`src/rtl/dnn_accel_pkg.sv`:
```
// Shared types for the DNN accelerator datapath: Q16.16 fixed point, register map,
// writeback FSM states and the saturating adder also used by the dot engine.
package dnn_accel_pkg;

  localparam int DATA_W = 32;

  typedef logic signed [DATA_W-1:0] q16_16_t;

  localparam logic [3:0] REG_START     = 4'd0;
  localparam logic [3:0] REG_BIAS_BASE = 4'd1;
  localparam logic [3:0] REG_OUT_BASE  = 4'd2;
  localparam logic [3:0] REG_COUNT     = 4'd3;
  localparam logic [3:0] REG_CTRL      = 4'd4;
  localparam logic [3:0] REG_DONECNT   = 4'd5;

  typedef enum logic [2:0] {
    ST_IDLE,
    ST_WAIT_IN,
    ST_RD_BIAS,
    ST_WAIT_BIAS,
    ST_COMPUTE,
    ST_WR_OUT
  } wb_state_t;

  // One guard bit is enough: disagreement between the top two bits means overflow.
  function automatic q16_16_t sat_add(input q16_16_t a, input q16_16_t b, input logic saturate);
    logic [DATA_W:0] wide;
    wide = {a[DATA_W-1], a} + {b[DATA_W-1], b};
    if (saturate && (wide[DATA_W] != wide[DATA_W-1]))
      return wide[DATA_W] ? {1'b1, {(DATA_W-1){1'b0}}} : {1'b0, {(DATA_W-1){1'b1}}};
    return wide[DATA_W-1:0];
  endfunction

endpackage

```
`src/rtl/bias_relu_writeback_if.sv`:
```
// Bus bundle of the bias/ReLU writeback stage: CPU register slave, dot-engine stream,
// SDRAM bias-read master and SRAM output-write master.
interface bias_relu_writeback_if;

  logic        slave_waitrequest;
  logic [3:0]  slave_address;
  logic        slave_read;
  logic [31:0] slave_readdata;
  logic        slave_write;
  logic [31:0] slave_writedata;

  logic        in_valid;
  logic [31:0] in_data;
  logic        in_ready;

  logic        master_waitrequest;
  logic [31:0] master_address;
  logic        master_read;
  logic [31:0] master_readdata;
  logic        master_readdatavalid;

  logic        master2_waitrequest;
  logic [31:0] master2_address;
  logic        master2_write;
  logic [31:0] master2_writedata;

  // The writeback block itself.
  modport slave (
    output slave_waitrequest, slave_readdata, in_ready,
           master_address, master_read, master2_address, master2_write, master2_writedata,
    input  slave_address, slave_read, slave_write, slave_writedata, in_valid, in_data,
           master_waitrequest, master_readdata, master_readdatavalid, master2_waitrequest
  );

  // CPU, dot engine and memories around it.
  modport master (
    input  slave_waitrequest, slave_readdata, in_ready,
           master_address, master_read, master2_address, master2_write, master2_writedata,
    output slave_address, slave_read, slave_write, slave_writedata, in_valid, in_data,
           master_waitrequest, master_readdata, master_readdatavalid, master2_waitrequest
  );

endinterface

```
`src/rtl/q16_bias_act.sv`:
```
// Combinational bias add (saturating or wrapping) followed by optional ReLU on Q16.16 values.
module q16_bias_act
  import dnn_accel_pkg::*;
#(
  parameter bit SATURATE = 1'b1
) (
  input  q16_16_t sum,
  input  q16_16_t bias,
  input  logic    relu_en,
  output q16_16_t result
);

  always_comb begin
    result = sat_add(sum, bias, SATURATE);
    if (relu_en && result[DATA_W-1]) result = '0;
  end

endmodule

```
`src/rtl/bias_relu_writeback.sv`:
```
// Per neuron sum: fetch bias from SDRAM, add, optional ReLU, write to SRAM at out_base+4*idx.
// CPU programs bases/count/ctrl, pulses start and polls busy/done_cnt.
module bias_relu_writeback
  import dnn_accel_pkg::*;
#(
  parameter int DATA_W   = 32,
  parameter bit SATURATE = 1'b1
) (
  input logic                  clk,
  input logic                  rst_n,
  bias_relu_writeback_if.slave bus
);

  wb_state_t         state, state_nxt;
  logic [31:0]       bias_base, out_base, count, done_cnt, idx;
  logic              relu_en;
  logic [DATA_W-1:0] sum_q, bias_q, result;
  logic              busy, start_acc, cfg_wr, idx_last;

  assign busy      = (state != ST_IDLE);
  assign cfg_wr    = bus.slave_write && !busy;
  assign start_acc = cfg_wr && (bus.slave_address == REG_START);
  assign idx_last  = (idx + 32'd1 == count);

  assign bus.slave_waitrequest = 1'b0;

  q16_bias_act #(.SATURATE(SATURATE)) u_act (
    .sum    (sum_q),
    .bias   (bias_q),
    .relu_en(relu_en),
    .result (result)
  );

  // NOTE: every registered signal uses <= so all flops update from the same pre-edge values.
  always_ff @(posedge clk) begin
    if (!rst_n) state <= ST_IDLE;
    else        state <= state_nxt;
  end

  // NOTE: each output gets a default first, so no path through the case can infer a latch.
  always_comb begin
    state_nxt         = state;
    bus.in_ready      = 1'b0;
    bus.master_read   = 1'b0;
    bus.master2_write = 1'b0;
    case (state)
      ST_IDLE:      if (start_acc && count != 32'd0) state_nxt = ST_WAIT_IN;
      ST_WAIT_IN: begin
        bus.in_ready = 1'b1;
        if (bus.in_valid) state_nxt = ST_RD_BIAS;
      end
      ST_RD_BIAS: begin
        bus.master_read = 1'b1;
        // Zero-latency memories may return data in the very cycle the read is accepted.
        if (!bus.master_waitrequest)
          state_nxt = bus.master_readdatavalid ? ST_COMPUTE : ST_WAIT_BIAS;
      end
      ST_WAIT_BIAS: if (bus.master_readdatavalid) state_nxt = ST_COMPUTE;
      ST_COMPUTE:   state_nxt = ST_WR_OUT;
      ST_WR_OUT: begin
        bus.master2_write = 1'b1;
        if (!bus.master2_waitrequest) state_nxt = idx_last ? ST_IDLE : ST_WAIT_IN;
      end
      default:      state_nxt = ST_IDLE;
    endcase
  end

  always_ff @(posedge clk) begin
    if (!rst_n) begin
      bias_base             <= '0;
      out_base              <= '0;
      count                 <= '0;
      relu_en               <= 1'b0;
      done_cnt              <= '0;
      idx                   <= '0;
      sum_q                 <= '0;
      bias_q                <= '0;
      bus.master_address    <= '0;
      bus.master2_address   <= '0;
      bus.master2_writedata <= '0;
    end else begin
      if (cfg_wr) begin
        case (bus.slave_address)
          REG_BIAS_BASE: bias_base <= bus.slave_writedata;
          REG_OUT_BASE:  out_base  <= bus.slave_writedata;
          REG_COUNT:     count     <= bus.slave_writedata;
          REG_CTRL:      relu_en   <= bus.slave_writedata[0];
          default: ;
        endcase
      end
      if (start_acc) begin
        done_cnt <= '0;
        idx      <= '0;
      end
      if (state == ST_WAIT_IN && bus.in_valid) begin
        sum_q              <= bus.in_data;
        bus.master_address <= bias_base + {idx[29:0], 2'b00};
      end
      if ((state == ST_WAIT_BIAS || (state == ST_RD_BIAS && !bus.master_waitrequest))
          && bus.master_readdatavalid)
        bias_q <= bus.master_readdata;
      if (state == ST_COMPUTE) begin
        bus.master2_writedata <= result;
        bus.master2_address   <= out_base + {idx[29:0], 2'b00};
      end
      if (state == ST_WR_OUT && !bus.master2_waitrequest) begin
        done_cnt <= done_cnt + 32'd1;
        idx      <= idx_last ? 32'd0 : idx + 32'd1;
      end
    end
  end

  always_comb begin
    bus.slave_readdata = '0;
    if (bus.slave_read) begin
      case (bus.slave_address)
        REG_START:     bus.slave_readdata = {31'b0, busy};
        REG_BIAS_BASE: bus.slave_readdata = bias_base;
        REG_OUT_BASE:  bus.slave_readdata = out_base;
        REG_COUNT:     bus.slave_readdata = count;
        REG_CTRL:      bus.slave_readdata = {31'b0, relu_en};
        REG_DONECNT:   bus.slave_readdata = done_cnt;
        default:       bus.slave_readdata = '0;
      endcase
    end
  end

endmodule

```
`src/flat_wrapper.sv`:
```
// flat-port wrapper written by rule: the top's interface ports become plain ports
module bias_relu_writeback_flat import dnn_accel_pkg::*;
#(
  parameter int DATA_W   = 32,
  parameter bit SATURATE = 1'b1
)
  (clk, rst_n, bus_slave_waitrequest, bus_slave_readdata, bus_in_ready, bus_master_address, bus_master_read, bus_master2_address, bus_master2_write, bus_master2_writedata, bus_slave_address, bus_slave_read, bus_slave_write, bus_slave_writedata, bus_in_valid, bus_in_data, bus_master_waitrequest, bus_master_readdata, bus_master_readdatavalid, bus_master2_waitrequest);
  bias_relu_writeback_if bus_i ();
  input logic clk;
  input logic rst_n;
  output wire logic [$bits(bus_i.slave_waitrequest)-1:0] bus_slave_waitrequest;
  output wire logic [$bits(bus_i.slave_readdata)-1:0] bus_slave_readdata;
  output wire logic [$bits(bus_i.in_ready)-1:0] bus_in_ready;
  output wire logic [$bits(bus_i.master_address)-1:0] bus_master_address;
  output wire logic [$bits(bus_i.master_read)-1:0] bus_master_read;
  output wire logic [$bits(bus_i.master2_address)-1:0] bus_master2_address;
  output wire logic [$bits(bus_i.master2_write)-1:0] bus_master2_write;
  output wire logic [$bits(bus_i.master2_writedata)-1:0] bus_master2_writedata;
  input wire logic [$bits(bus_i.slave_address)-1:0] bus_slave_address;
  input wire logic [$bits(bus_i.slave_read)-1:0] bus_slave_read;
  input wire logic [$bits(bus_i.slave_write)-1:0] bus_slave_write;
  input wire logic [$bits(bus_i.slave_writedata)-1:0] bus_slave_writedata;
  input wire logic [$bits(bus_i.in_valid)-1:0] bus_in_valid;
  input wire logic [$bits(bus_i.in_data)-1:0] bus_in_data;
  input wire logic [$bits(bus_i.master_waitrequest)-1:0] bus_master_waitrequest;
  input wire logic [$bits(bus_i.master_readdata)-1:0] bus_master_readdata;
  input wire logic [$bits(bus_i.master_readdatavalid)-1:0] bus_master_readdatavalid;
  input wire logic [$bits(bus_i.master2_waitrequest)-1:0] bus_master2_waitrequest;
  assign bus_slave_waitrequest = bus_i.slave_waitrequest;
  assign bus_slave_readdata = bus_i.slave_readdata;
  assign bus_in_ready = bus_i.in_ready;
  assign bus_master_address = bus_i.master_address;
  assign bus_master_read = bus_i.master_read;
  assign bus_master2_address = bus_i.master2_address;
  assign bus_master2_write = bus_i.master2_write;
  assign bus_master2_writedata = bus_i.master2_writedata;
  assign bus_i.slave_address = bus_slave_address;
  assign bus_i.slave_read = bus_slave_read;
  assign bus_i.slave_write = bus_slave_write;
  assign bus_i.slave_writedata = bus_slave_writedata;
  assign bus_i.in_valid = bus_in_valid;
  assign bus_i.in_data = bus_in_data;
  assign bus_i.master_waitrequest = bus_master_waitrequest;
  assign bus_i.master_readdata = bus_master_readdata;
  assign bus_i.master_readdatavalid = bus_master_readdatavalid;
  assign bus_i.master2_waitrequest = bus_master2_waitrequest;
  bias_relu_writeback #(.DATA_W(DATA_W), .SATURATE(SATURATE)) u_core (.clk(clk), .rst_n(rst_n), .bus(bus_i));
endmodule
```
`config.mk`:
```
export PLATFORM = sky130hd
export DESIGN_NAME = bias_relu_writeback_flat
export DESIGN_NICKNAME = d
export VERILOG_FILES = /design/src/rtl/dnn_accel_pkg.sv /design/src/rtl/bias_relu_writeback_if.sv /design/src/rtl/q16_bias_act.sv /design/src/rtl/bias_relu_writeback.sv /design/src/flat_wrapper.sv
export SDC_FILE = /design/constraint.sdc
export NUM_CORES = 1
export LEC_CHECK = 0
export CORE_UTILIZATION = 42
export DETAILED_ROUTE_END_ITERATION = 8
export MAX_ROUTING_LAYER = met4
export PLACE_DENSITY_LB_ADDON = 0.12
export SYNTH_ARGS = -nofsm -noshare
export SYNTH_HDL_FRONTEND = slang
export SYNTH_SLANG_ARGS = --single-unit
```
`constraint.sdc`:
```
create_clock -name clk -period 4.9 [get_ports clk]
set_input_delay 0.98 -clock clk [delete_from_list [all_inputs] [get_ports clk]]
set_output_delay 0.98 -clock clk [all_outputs]
set_load 0.02 [all_outputs]
```
Word-level counts from Yosys, hierarchy flattened --
Index checks and enable logic that the tools add are counted.
Word-level totals: bits of input ports 108, register bits after elaboration 324, output and inout bits 132, word-level logic and storage cells 78
Cells by class: equal/unequal tests 17, multiplexer cells 22, $add $sub $neg 5, reductions and logical operators 22
Operator list (count):
- 2-to-1 mux 32 bit | 9
- case mux 32 bit (6 select lines) | 1
- adder 32 x 1 -> 32 bit (second input constant) | 2
- adder 32 bit | 2
- adder 32 x 32 -> 33 bit | 1
- == test 32 bit | 1
- nonzero test 32 bit | 1
- 2-to-1 mux 3 bit | 6
- case mux 3 bit (6 select lines) | 1
- == test 4 x 2 -> 1 bit (second input constant) | 2
- == test 4 x 3 -> 1 bit (second input constant) | 2
- logical AND 1 bit | 8
- inequality test 2 bit (second input constant) | 4
- AND reduction 2 bit | 4
- == test 3 x 2 -> 1 bit (second input constant) | 2
- == test 3 bit (second input constant) | 2
- 2-to-1 mux 1 bit | 5
- AND reduction 5 bit | 1
- == test 4 x 1 -> 1 bit (second input constant) | 1
- zero test 4 bit | 1
- == test 3 x 1 -> 1 bit (second input constant) | 1
- zero test 1 bit | 3
- zero test 3 bit | 1
- nonzero test 3 bit | 1
- 4 further kinds | 4

Depth between registers and ports, before layout --
Gate-level depths: netlist (run 1).
word-level depth 7, mapped depth 13, gate-level depth less buffers 12

Modules after synthesis --
Synthesis (run 1) repeated with hierarchy kept, for this count alone.
Unflattened totals: cells, all modules 2469, area total of the unflattened synthesis 18702.9 sq um
By module, submodules not included:
- bias_relu_writeback | seq. area each 6486.2 sq um, times used 1, area each 16781.1 sq um, cells each 2193
- q16_bias_act | seq. area each 0.0 sq um, times used 1, area each 1921.8 sq um, cells each 276

Least setup slack after synthesis (run 1) --
OpenSTA, ideal clock, no wires.
path kind input -> output, start point in bus_slave_address[0], end point out bus_slave_readdata[10], stages on the path 5, data arrival time 2.614 ns, required time 3.920 ns, slack 1.306 ns, path buffers 2, cells stage by stage clkbuf_1 -> nor4b_1 -> clkbuf_1 -> a22oi_1 -> a21oi_1
On the way: longest elaborated chain between the ends 3, elaborated cells on any way between the ends 8, classes of those cells eq/ne (5); mux (2); reduce/logical (1)
Ends and longest elaborated chain:
- start: declaration | RTL line flat_wrapper.sv:19 | input wire logic [$bits(bus_i.slave_address)-1:0] bus_slave_address;
- == test 4 x 3 -> 1 bit (tied with other cells) | RTL line bias_relu_writeback.sv:116 | case (bus.slave_address)
- case mux 32 bit (6 select lines) (*) | RTL line bias_relu_writeback.sv:116
- 2-to-1 mux 32 bit (*) | RTL line bias_relu_writeback.sv:115 | if (bus.slave_read) begin
- end: declaration | RTL line flat_wrapper.sv:12 | output wire logic [$bits(bus_i.slave_readdata)-1:0] bus_slave_readdata;
Mark *: on every way between the ends. The rest lies on a longest branch, timed or not.

Worst setup path in the final report (run 1) --
start point reg u_core.bias_q[0], end point reg u_core.bus.master2_writedata[29] in the netlist's numbering
On the way: longest elaborated chain between the ends 6, elaborated cells on any way between the ends 8, classes of those cells add/sub (1); eq/ne (1); mux (5); reduce/logical (1)
Ends and longest elaborated chain:
- start: declaration | RTL line bias_relu_writeback.sv:17 | logic [DATA_W-1:0] sum_q, bias_q, result;
- start signal: assignment | RTL line bias_relu_writeback.sv:101 | bias_q <= bus.master_readdata;
- adder 32 x 32 -> 33 bit (*) | RTL line dnn_accel_pkg.sv:28 | wide = {a[DATA_W-1], a} + {b[DATA_W-1], b};
- 2-to-1 mux 32 bit or inequality test 1 bit (tied branches) | RTL line dnn_accel_pkg.sv:30, dnn_accel_pkg.sv:29
- 2-to-1 mux 32 bit or 2-to-1 mux 1 bit (tied branches) | RTL line dnn_accel_pkg.sv:29 | if (saturate && (wide[DATA_W] != wide[DATA_W-1]))
- 2-to-1 mux 32 bit (*) | RTL line dnn_accel_pkg.sv:31 | return wide[DATA_W-1:0];
- logical AND 1 bit | RTL line q16_bias_act.sv:15 | if (relu_en && result[DATA_W-1]) result = '0;
- 2-to-1 mux 32 bit (*) | RTL line q16_bias_act.sv:15
- end signal: assignment | RTL line bias_relu_writeback.sv:103 | bus.master2_writedata <= result;
- end: declaration | RTL line bias_relu_writeback_if.sv:30 | master_address, master_read, master2_address, master2_write, master2_writedata,
Mark *: on every way between the ends. The rest lies on a longest branch, timed or not. The select of a mux whose other input is x is not followed. A chain may end at the register's enable or synchronous reset.

==> out/summary.txt, run 1 <==
# DRC: 0
delay of the slowest cell on the worst path: 0.66 ns
Layout Nets: 2,798
first-pass GRT wire length: 98,100 um
Cell Area, Synth: 18,500 sq um
clk_lat worst skew: 0.56 ns
drt via density: 5.84
PwrDens: 275 nW/um^2
Die W: 212 um
Crit Reg-Reg Startpoint: u_core.bias_q[0]
routed via count: 18,700
fin crit period: 4.24 ns
Slew @ Worst Pin: 1.30 ns
GRT Total Usage: 28.5%
endpoint class of the critical path: register
io pins: 240
Reg2Reg Setup Slack: 0.66 ns
Finished Layout Cells: 3,203
synthesized net count: 2,642
clock-pin slew on the worst setup and hold paths: 0.06 ns
slowest stage cell, crit path: o211a_1
critical path fanouts, max: 29
Post-DRT Antenna Nets: 0
Synth Warn #: 0
gpl congestion: 0.962
number of global-route vias before repair: 17,600
Max IR drop VDD: 261 uV
Crit Reg-Reg Endpoint: u_core.bus.master2_writedata[29]
Tot Pwr: 6.19 mW
placed insts: 3,139
Hold-fix buffers, CTS: 0
Pins Over Slew Limit: 0
placement row count: 76
outcome: completed
FF-to-FF path depth: 11
Initial DRC Count: 1,498
ys async rst share: 0%
antenna violations before repair: 1
pre-CTS setup slack: 0.682 ns
syn avg cell area: 7.60 sq um
commonest non-fill, non-tap cells in the layout: nand2_1 (512), a21oi_1 (352), dfxtp_1 (324)
Synth Flop Type: dfxtp_1
Hold EP: u_core.bus.master2_address[24]
Initial Util: 42.8%
synth-to-layout area growth: 21.3%
Hold Path Class: register to register
fin crit share: 86.6%
share of layout cells above drive strength 1: 5.04%
CP Launch Type: register
Post-CTS Setup Inserts: 0
Worst Hold Launch: u_core.bus.master2_address[24]
CTS root buf: clkbuf_16
sequential share of the synthesized area: 35.0%
total congestion overflow: 0
RSZ-0062 raised after global routing: no
Worst EP arrival: 4.65 ns
flops & latches, synth: 324
Highest Clock Rate: 236 MHz
Worst Hold Depth: 2
clock buffer depth: 3
PortBufs: 238
Die Ht: 212 um
Setup TNS: 0 ns
total die area: 45,000 sq um
worst path cell trace: ha_1, fa_1, a21o_1, o2bb2ai_1, o41a_1, a311o_1, o2111ai_1, a21oi_1, o211a_1, nor3_1, a22oi_1
Final Util: 51.9%
Max Cap Viol: 0
Setup-failing EPs final: 0
clk sinks: 324
CTS tree: yes
leakage power total: 8.12 nW
clk_skew: 0.0158 ns
CP required: 5.31 ns
H-Tree Depth: 2
EDFF count, synth: 0
PostCTS Resize Cnt: 0
DRT Wirelength: 63,100 um
WL/cell: 19.7 um
CTS buffer count: 39
most common cell after layout, fill and taps aside: nand2_1
worst setup path start: u_core.bias_q[0]
core area: 43,400 sq um
critical path class: register to register
count of final hold-check violations: 0
synth unique cells: 76
Worst slew margin: 12.9%
largest net degree at the start of global routing: 91
Syn Inst Count: 2,439
final setup margin: 0.657 ns
drt first pass iters: 5
hpwl dp: 46,900 um
[worst max path at each step]
stage,endpoint,slack [ns],depth (start not counted)
2_1_floorplan,bus_slave_readdata[10],1.31,5
6_report,u_core.bus.master2_writedata[29],0.66,11
3_5_place_dp,bus_slave_readdata[20],0.68,7
4_1_cts,bus_slave_readdata[20],0.67,7
5_1_grt,u_core.bus.master2_writedata[26],0.44,11
3_3_place_gp,bus_slave_readdata[13],0.74,6
[cell type report]
class | count | area (sq um)
fillers | 4278 | 20900
multi-input cells | 1916 | 11300
flip-flops and latches | 324 | 6490
repair buffers | 272 | 2620
clock buffers | 54 | 1130
well taps | 585 | 732
inverters | 42 | 165
clock inverters | 9 | 48.8
diodes | 1 | 2.50
[sequential cells by signal (all words and copies together) (netlist names)]
| name | flops |
|---|---|
| u_core.bias_base | 32 |
| u_core.bias_q | 32 |
| u_core.bus.master2_address | 32 |
| u_core.bus.master2_writedata | 32 |
| u_core.bus.master_address | 32 |
| u_core.count | 32 |
| u_core.done_cnt | 32 |
| u_core.idx | 32 |
| u_core.out_base | 32 |
| u_core.sum_q | 32 |
| u_core.state | 3 |
| u_core.relu_en | 1 |
[power by group]
group	internal (mW)	switching (mW)	total (mW)	leakage [nW]
combinational	0.256	0.436	0.692	4.91
sequential	2.70	0.0605	2.76	2.61
clock	1.60	1.14	2.74	0.592
total	4.56	1.63	6.19	8.12
[Yosys cell counts (all sizes together), types with 7 or more instances]
library cell	number	area, sq um
a211o	8	70.1
a211oi	21	158
a21boi	10	75.1
a21o	39	293
a21oi	352	1760
a22oi	70	526
a31oi	9	56.3
and2	13	81.3
and3	29	181
and4	8	72.6
buf	21	108
clkbuf	136	512
dfxtp	324	6490
ha	92	1150
inv	42	158
mux2i	7	70.1
nand2	513	1930
nand2b	12	75.1
nand3	78	400
nand3b	9	67.6
nand4	34	213
nor2	99	379
nor2b	17	106
nor3	33	165
nor4	53	347
nor4b	9	78.8
o211ai	22	165
o21a	15	113
o21ai	100	500
o21bai	12	90.1
o31ai	20	150
or2	11	68.8
or3	17	106
or4	14	105
xnor2	74	648
xor2	32	280
[critical path, delay by kind of cell, from the launching register on]
family	cells	cell delay [ns]
AO/OA/AOI/OAI	8	2.63
AND/OR/NAND/NOR	1	0.49
adder cells (fa/ha/maj)	2	0.66
flip-flops	1	0.31
[metal layers]
| layer | vias up | wire (um) | GRT usage, % |
|---|---|---|---|
| met1 | 8814 | 28500 | 38.1 |
| li1 | 9074 | - | - |
| met4 | 0 | 1680 | 9.52 |
| met5 | - | 0 | - |
| met2 | 736 | 28100 | 44.2 |
| met3 | 89 | 4780 | 3.78 |
[cells by family (layout without fill, tap and decap cells)]
| family | Yosys count | after routing | synth area share, % |
|---|---|---|---|
| xor gates and xnor gates | 107 | 107 | 5.13 |
| AOI/OAI and AO/OA | 733 | 733 | 24.0 |
| buffers and inverters | 199 | 377 | 4.19 |
| and+or+nand+nor | 967 | 967 | 24.4 |
| DFF | 324 | 324 | 35.0 |
| adders and majority gates | 95 | 95 | 6.53 |
| other | 1 | 2 | 0.0202 |
| muxes | 13 | 13 | 0.742 |
[per-stage QoR]
stage	hold WS, ns	instance area, sq um
after floorplan	0.440	18500
after global placement	0.439	21300
after detailed placement	0.442	21300
after CTS	0.455	22500
after global routing	0.464	22500
final	0.449	22500
No activity file was read; power rests on OpenSTA's default activity.
==> inputs of run 2 (changes only) <==
Settings changed: CTS_BUF_LIST from default to sky130_fd_sc_hd__clkbuf_4 sky130_fd_sc_hd__clkbuf_8.
==> run 2 against run 1 <==
Non-clock buffer count did not move. Sequential share of layout area hardly changed. Combinational power about the same. Critical path depth did not move. First-iteration DRC count down 6.9%. Clock skew grew 0.015 ns. Sequential power hardly changed. Largest power group unchanged.
==> out/summary.txt, run 2 (synthesis results as in run 1) <==
Worst EP arrival: 4.75 ns
met3 routed WL: 4580 um
critical path's top delay family: compound AO/OA/AOI/OAI gates
total congestion overflow: 0
clk_skew: 0.0312 ns
Max Cap Viol: 0
Setup-failing EPs final: 0
delay of the slowest cell on the worst path: 0.66 ns
Post-DRT Antenna Nets: 0
highest routed layer: met4
hpwl dp: 46,900 um
met1 WL: 29,000 um
placed insts: 3,139
PortBufs: 238
endpoint class of the critical path: register
worst path cell trace: ha_1, fa_1, a21o_1, o2bb2ai_1, o41a_1, a311o_1, o2111ai_1, a21oi_1, o211a_1, nor3_1, a22oi_1
RSZ-0062 raised after global routing: no
critical path class: register to register
CTS root buf: clkbuf_8
first-pass GRT wire length: 98,300 um
clock buffer depth: 3
outcome: completed
H-Tree Depth: 2
placement row count: 76
routed via count: 18,800
Slew @ Worst Pin: 1.32 ns
PwrDens: 271 nW/um^2
Die W: 212 um
Finished Layout Cells: 3,240
drt first pass iters: 6
synth-to-layout area growth: 21.5%
clk sinks: 324
io pins: 240
Pins Over Slew Limit: 0
Hold Path Class: register to register
total die area: 45,000 sq um
Setup TNS: 0 ns
GRT Total Usage: 28.5%
CTS buffer count: 57
clock-pin slew on the worst setup and hold paths: 0.06 ns
Max IR drop VDD: 243 uV
CP Launch Type: register
gpl congestion: 0.962
Initial Util: 42.8%
largest net degree at the start of global routing: 91
drt via density: 5.82
Worst Path Buf+Inv: 0
DRT Wirelength: 63,400 um
PostCTS Resize Cnt: 0
number of global-route vias before repair: 17,800
leakage power total: 8.16 nW
metal2 WL: 27,900 um
# DRC: 0
Layout Nets: 2,816
antenna violations before repair: 1
Tot Pwr: 6.10 mW
commonest non-fill, non-tap cells in the layout: nand2_1 (512), a21oi_1 (352), dfxtp_1 (324)
CTS tree: yes
critical path fanouts, max: 29
Highest Clock Rate: 236 MHz
slowest stage cell, crit path: o211a_1
pre-CTS setup slack: 0.682 ns
most common cell after layout, fill and taps aside: nand2_1
Initial DRC Count: 1,394
count of final hold-check violations: 0
share of layout cells above drive strength 1: 6.63%
fin crit period: 4.24 ns
Post-CTS Setup Inserts: 0
CP required: 5.40 ns
Worst slew margin: 11.7%
fin crit share: 86.6%
WL/cell: 19.6 um
Hold-fix buffers, CTS: 0
Die Ht: 212 um
core area: 43,400 sq um
clk_lat worst skew: 0.67 ns
final setup margin: 0.656 ns
==> run 2: cell count changes in the layout (fill, tap and decap cells not counted) <==
cell        previous run  this run
inv_8                  1         2
clkbuf_4               0        20
clkbuf_16             41         0
clkbuf_8               6        73
clkbuf_1               7         0
clkinvlp_4             0         3
clkinv_2               8         3
clkinv_4               1         0
==> run 2: final cells by class <==
class | count | area, sq um
Fill cell | 4282 | 20800
Multi-Input combinational cell | 1916 | 11300
Sequential cell | 324 | 6490
Timing Repair Buffer | 272 | 2620
Clock buffer | 93 | 1150
Tap cell | 585 | 732
Inverter | 42 | 165
Clock inverter | 7 | 48.8
Antenna cell | 1 | 2.50
==> run 2: path summary, 6_finish.rpt <==
kind	startpoint	end	slack, ns	cells past startpoint
setup reg to reg	u_core.bias_q[0]	u_core.bus.master2_writedata[29]	0.66	11
hold / removal	u_core.bus.master2_address[24]	u_core.bus.master2_address[24]	0.45	2
hold reg to reg	u_core.bus.master2_address[24]	u_core.bus.master2_address[24]	0.45	2
setup / recovery	u_core.bias_q[0]	u_core.bus.master2_writedata[29]	0.66	11
==> run 2: stage by stage <==
| step | area (sq um) | hold WS, ns | util, % |
|---|---|---|---|
| after floorplan | 18500 | 0.440 | - |
| after global placement | 21300 | 0.439 | 49.2 |
| after detailed placement | 21300 | 0.442 | 49.2 |
| after CTS | 22500 | 0.455 | 51.9 |
| after global routing | 22500 | 0.463 | 51.9 |
| final | 22500 | 0.448 | 51.9 |
==> run 2: where the power goes <==
part	total [mW]	switching [mW]	internal (mW)
Clock	2.66	1.18	1.48
Sequential	2.76	0.0602	2.70
Combinational	0.689	0.433	0.256
Total	6.10	1.67	4.43
==> run 2: worst min-delay path, stage by stage, from the launching register on <==
cell and delay, ns:
dfxtp_1 0.32, nand2_1 0.04, o21ai_0 0.05
==> run 2: routing by layer <==
layer	up-vias	GRT usage [%]
met5	-	-
met4	0	10.3
met3	135	3.96
met2	735	43.8
met1	8853	38.0
li1	9121	-
==> inputs of run 3 (changes only) <==
Settings changed: SYNTH_HIERARCHICAL from default to 1.
==> run 3 against run 2 <==
Hold slack hardly changed. Cell area up 1.1%. Worst setup slack got worse by 0.18 ns. Sequential share of layout area decreased by 0.32 points. Largest power group is now the clock network.
==> out/summary.txt, run 3 <==
Hold Slack: 0.449 ns
count of final hold-check violations: 0
io pins: 240
synth top area cells: dfxtp_1 (35%), nand2_1 (12%), a21oi_1 (11%)
Crit Reg-Reg Startpoint: u_core/sum_q[2]
Crit Reg-Reg Endpoint: u_core/bus.master2_writedata[27]
Die Ht: 213 um
Pint: 4.55 mW
pre-CTS setup slack: 0.523 ns
sequential share of the synthesized area: 34.7%
total congestion overflow: 0
final setup margin: 0.476 ns
crit-path most repeated cell: clkdlybuf4s50_1
clock-pin slew on the worst setup and hold paths: 0.06 ns
CP Launch Type: primary input
Syn Inst Count: 2,469
Max IR drop VDD: 194 uV
clk sinks: 324
PortBufs: 238
Setup-failing EPs final: 0
critical path's top delay family: buffers and inverters
total die area: 45,400 sq um
largest net degree at the start of global routing: 76
GRT Total Usage: 28.7%
antenna violations before repair: 0
leakage power total: 8.32 nW
DP Area: 21,500 sq um
post-synth top area share: 34.7%
antenna cells: 0
clock buffer depth: 3
PwrDens: 269 nW/um^2
Slew @ Worst Pin: 1.23 ns
share of layout cells above drive strength 1: 7.53%
Worst Hold Depth: 2
Worst Hold Launch: u_core/bus.master_address[15]
clk_lat worst skew: 0.67 ns
drt via density: 5.72
outcome: completed
Comb power frac: 9.4%
drt first pass iters: 9
Highest Clock Rate: 226 MHz
Tot Pwr: 6.12 mW
worst path cell trace: clkdlybuf4s50_1, nor4bb_4, buf_4, a222oi_1, a21oi_1, clkdlybuf4s50_1
PostCTS Resize Cnt: 0
commonest non-fill, non-tap cells in the layout: nand2_1 (602), a21oi_1 (402), dfxtp_1 (324)
Worst EP arrival: 3.44 ns
Pins Over Slew Limit: 0
WL/cell: 19.7 um
Final Util: 52.4%
Hold-fix buffers, CTS: 0
Synth Flop Type: dfxtp_1
synth-to-layout area growth: 21.8%
synthesized net count: 2,672
routed via count: 18,700
Setup TNS: 0 ns
placement row count: 76
most common cell in the netlist: nand2_1
Hold EP: u_core/bus.master_address[15]
Synth Warn #: 6
synth unique cells: 90
most common cell after layout, fill and taps aside: nand2_1
Post-DRT Antenna Nets: 0
CP required: 3.92 ns
Cell Area, Synth: 18,700 sq um
fill cell total of the finished layout: 4,237
Finished Layout Cells: 3,269
Initial DRC Count: 1,552
Hold Path Class: register to register
flops & latches, synth: 324
fin crit share: 90.3%
Worst Path Buf+Inv: 3
Net Switching: 1.57 mW
Initial Util: 43.0%
first-pass GRT wire length: 98,300 um
Max Cap Viol: 0
CTS buffer count: 57
CTS tree: yes
Worst slew margin: 17.5%
FF-to-FF path depth: 13
Post-CTS Setup Inserts: 0
endpoint class of the critical path: primary output
core area: 43,500 sq um
number of global-route vias before repair: 17,400
delay of the slowest cell on the worst path: 0.65 ns
gpl congestion: 0.911
placed insts: 3,167
clk_skew: 0.0319 ns
Layout Nets: 2,844
Die W: 213 um
Final Instance Area: 22,800 sq um
slowest stage cell, crit path: clkdlybuf4s50_1
top cell type by total area after synthesis: dfxtp_1
H-Tree Depth: 2
Post-synth top cells: nand2_1 (604), a21oi_1 (402), dfxtp_1 (324)
fin crit period: 4.42 ns
critical path fanouts, max: 32
syn avg cell area: 7.58 sq um
Reg2Reg Setup Slack: 0.82 ns
# DRC: 0
register area: 6490 sq um
critical path class: primary input to primary output
hpwl dp: 47,700 um
sequential group share of total power: 44.7%
DRT Wirelength: 64,400 um
clock share of power: 45.9%
EDFF count, synth: 0
area of the multi-input gates: 11,500 sq um
CTS root buf: clkbuf_8
ys async rst share: 0%
Net Sw Frac: 25.7%
RSZ-0062 raised after global routing: no
[run 3: layout make-up]
class | instances | share of cell area, %
Inverter | 28 | 0.494
Clock inverter | 10 | 0.560
Tap cell | 585 | 3.21
Multi-Input combinational cell | 1959 | 50.5
Sequential cell | 324 | 28.5
Timing Repair Buffer | 271 | 11.6
Clock buffer | 92 | 5.09
[run 3: how the worst max path moves through the flow]
stage          depth (start not counted)            startpoint  slack [ns]                endpoint
2_1_floorplan                          5  bus_slave_address[2]        1.35  bus_slave_readdata[10]
3_3_place_gp                           6  bus_slave_address[2]        0.58  bus_slave_readdata[10]
6_report                               6  bus_slave_address[2]        0.48  bus_slave_readdata[10]
4_1_cts                                6  bus_slave_address[2]        0.52  bus_slave_readdata[10]
5_1_grt                                6  bus_slave_address[2]        0.39  bus_slave_readdata[10]
3_5_place_dp                           6  bus_slave_address[2]        0.52  bus_slave_readdata[10]
[run 3: cells by family (layout without fill, tap and decap cells)]
logic type,Yosys count,count (layout),synth area share [%]
XOR/XNOR,136,136,6.37
adder cells (fa/ha/maj),95,95,6.48
multiplexers,14,14,0.776
AO/OA/AOI/OAI,709,709,23.0
flip-flops,324,324,34.7
other,1,1,0.0201
buffers and inverters,186,401,4.03
AND/OR/NAND/NOR,1004,1004,24.6
[run 3: power groups by stage]
stage,Sequential [mW],Clock (mW),Combinational (mW)
after detailed placement,2.79,0,0.574
after global routing,2.74,2.99,0.629
after floorplan,2.77,0,0.328
after CTS,2.73,2.87,0.577
after global placement,2.79,0,0.568
final,2.73,2.81,0.578
[run 3: routing by layer]
metal  GRT usage, %  share of wire [%]  vias to the layer above
li1               -                  -                     9086
met1           38.4                 46                     8808
met2           43.7                 44                      693
met3           4.66                7.5                      112
met4           9.35                2.5                        0
met5              -                  0                        -
[run 3: worst min-delay path: stages, from the launching register on]
cell and delay, ns:
dfxtp_1 0.31, nand2_1 0.05, a21oi_1 0.05
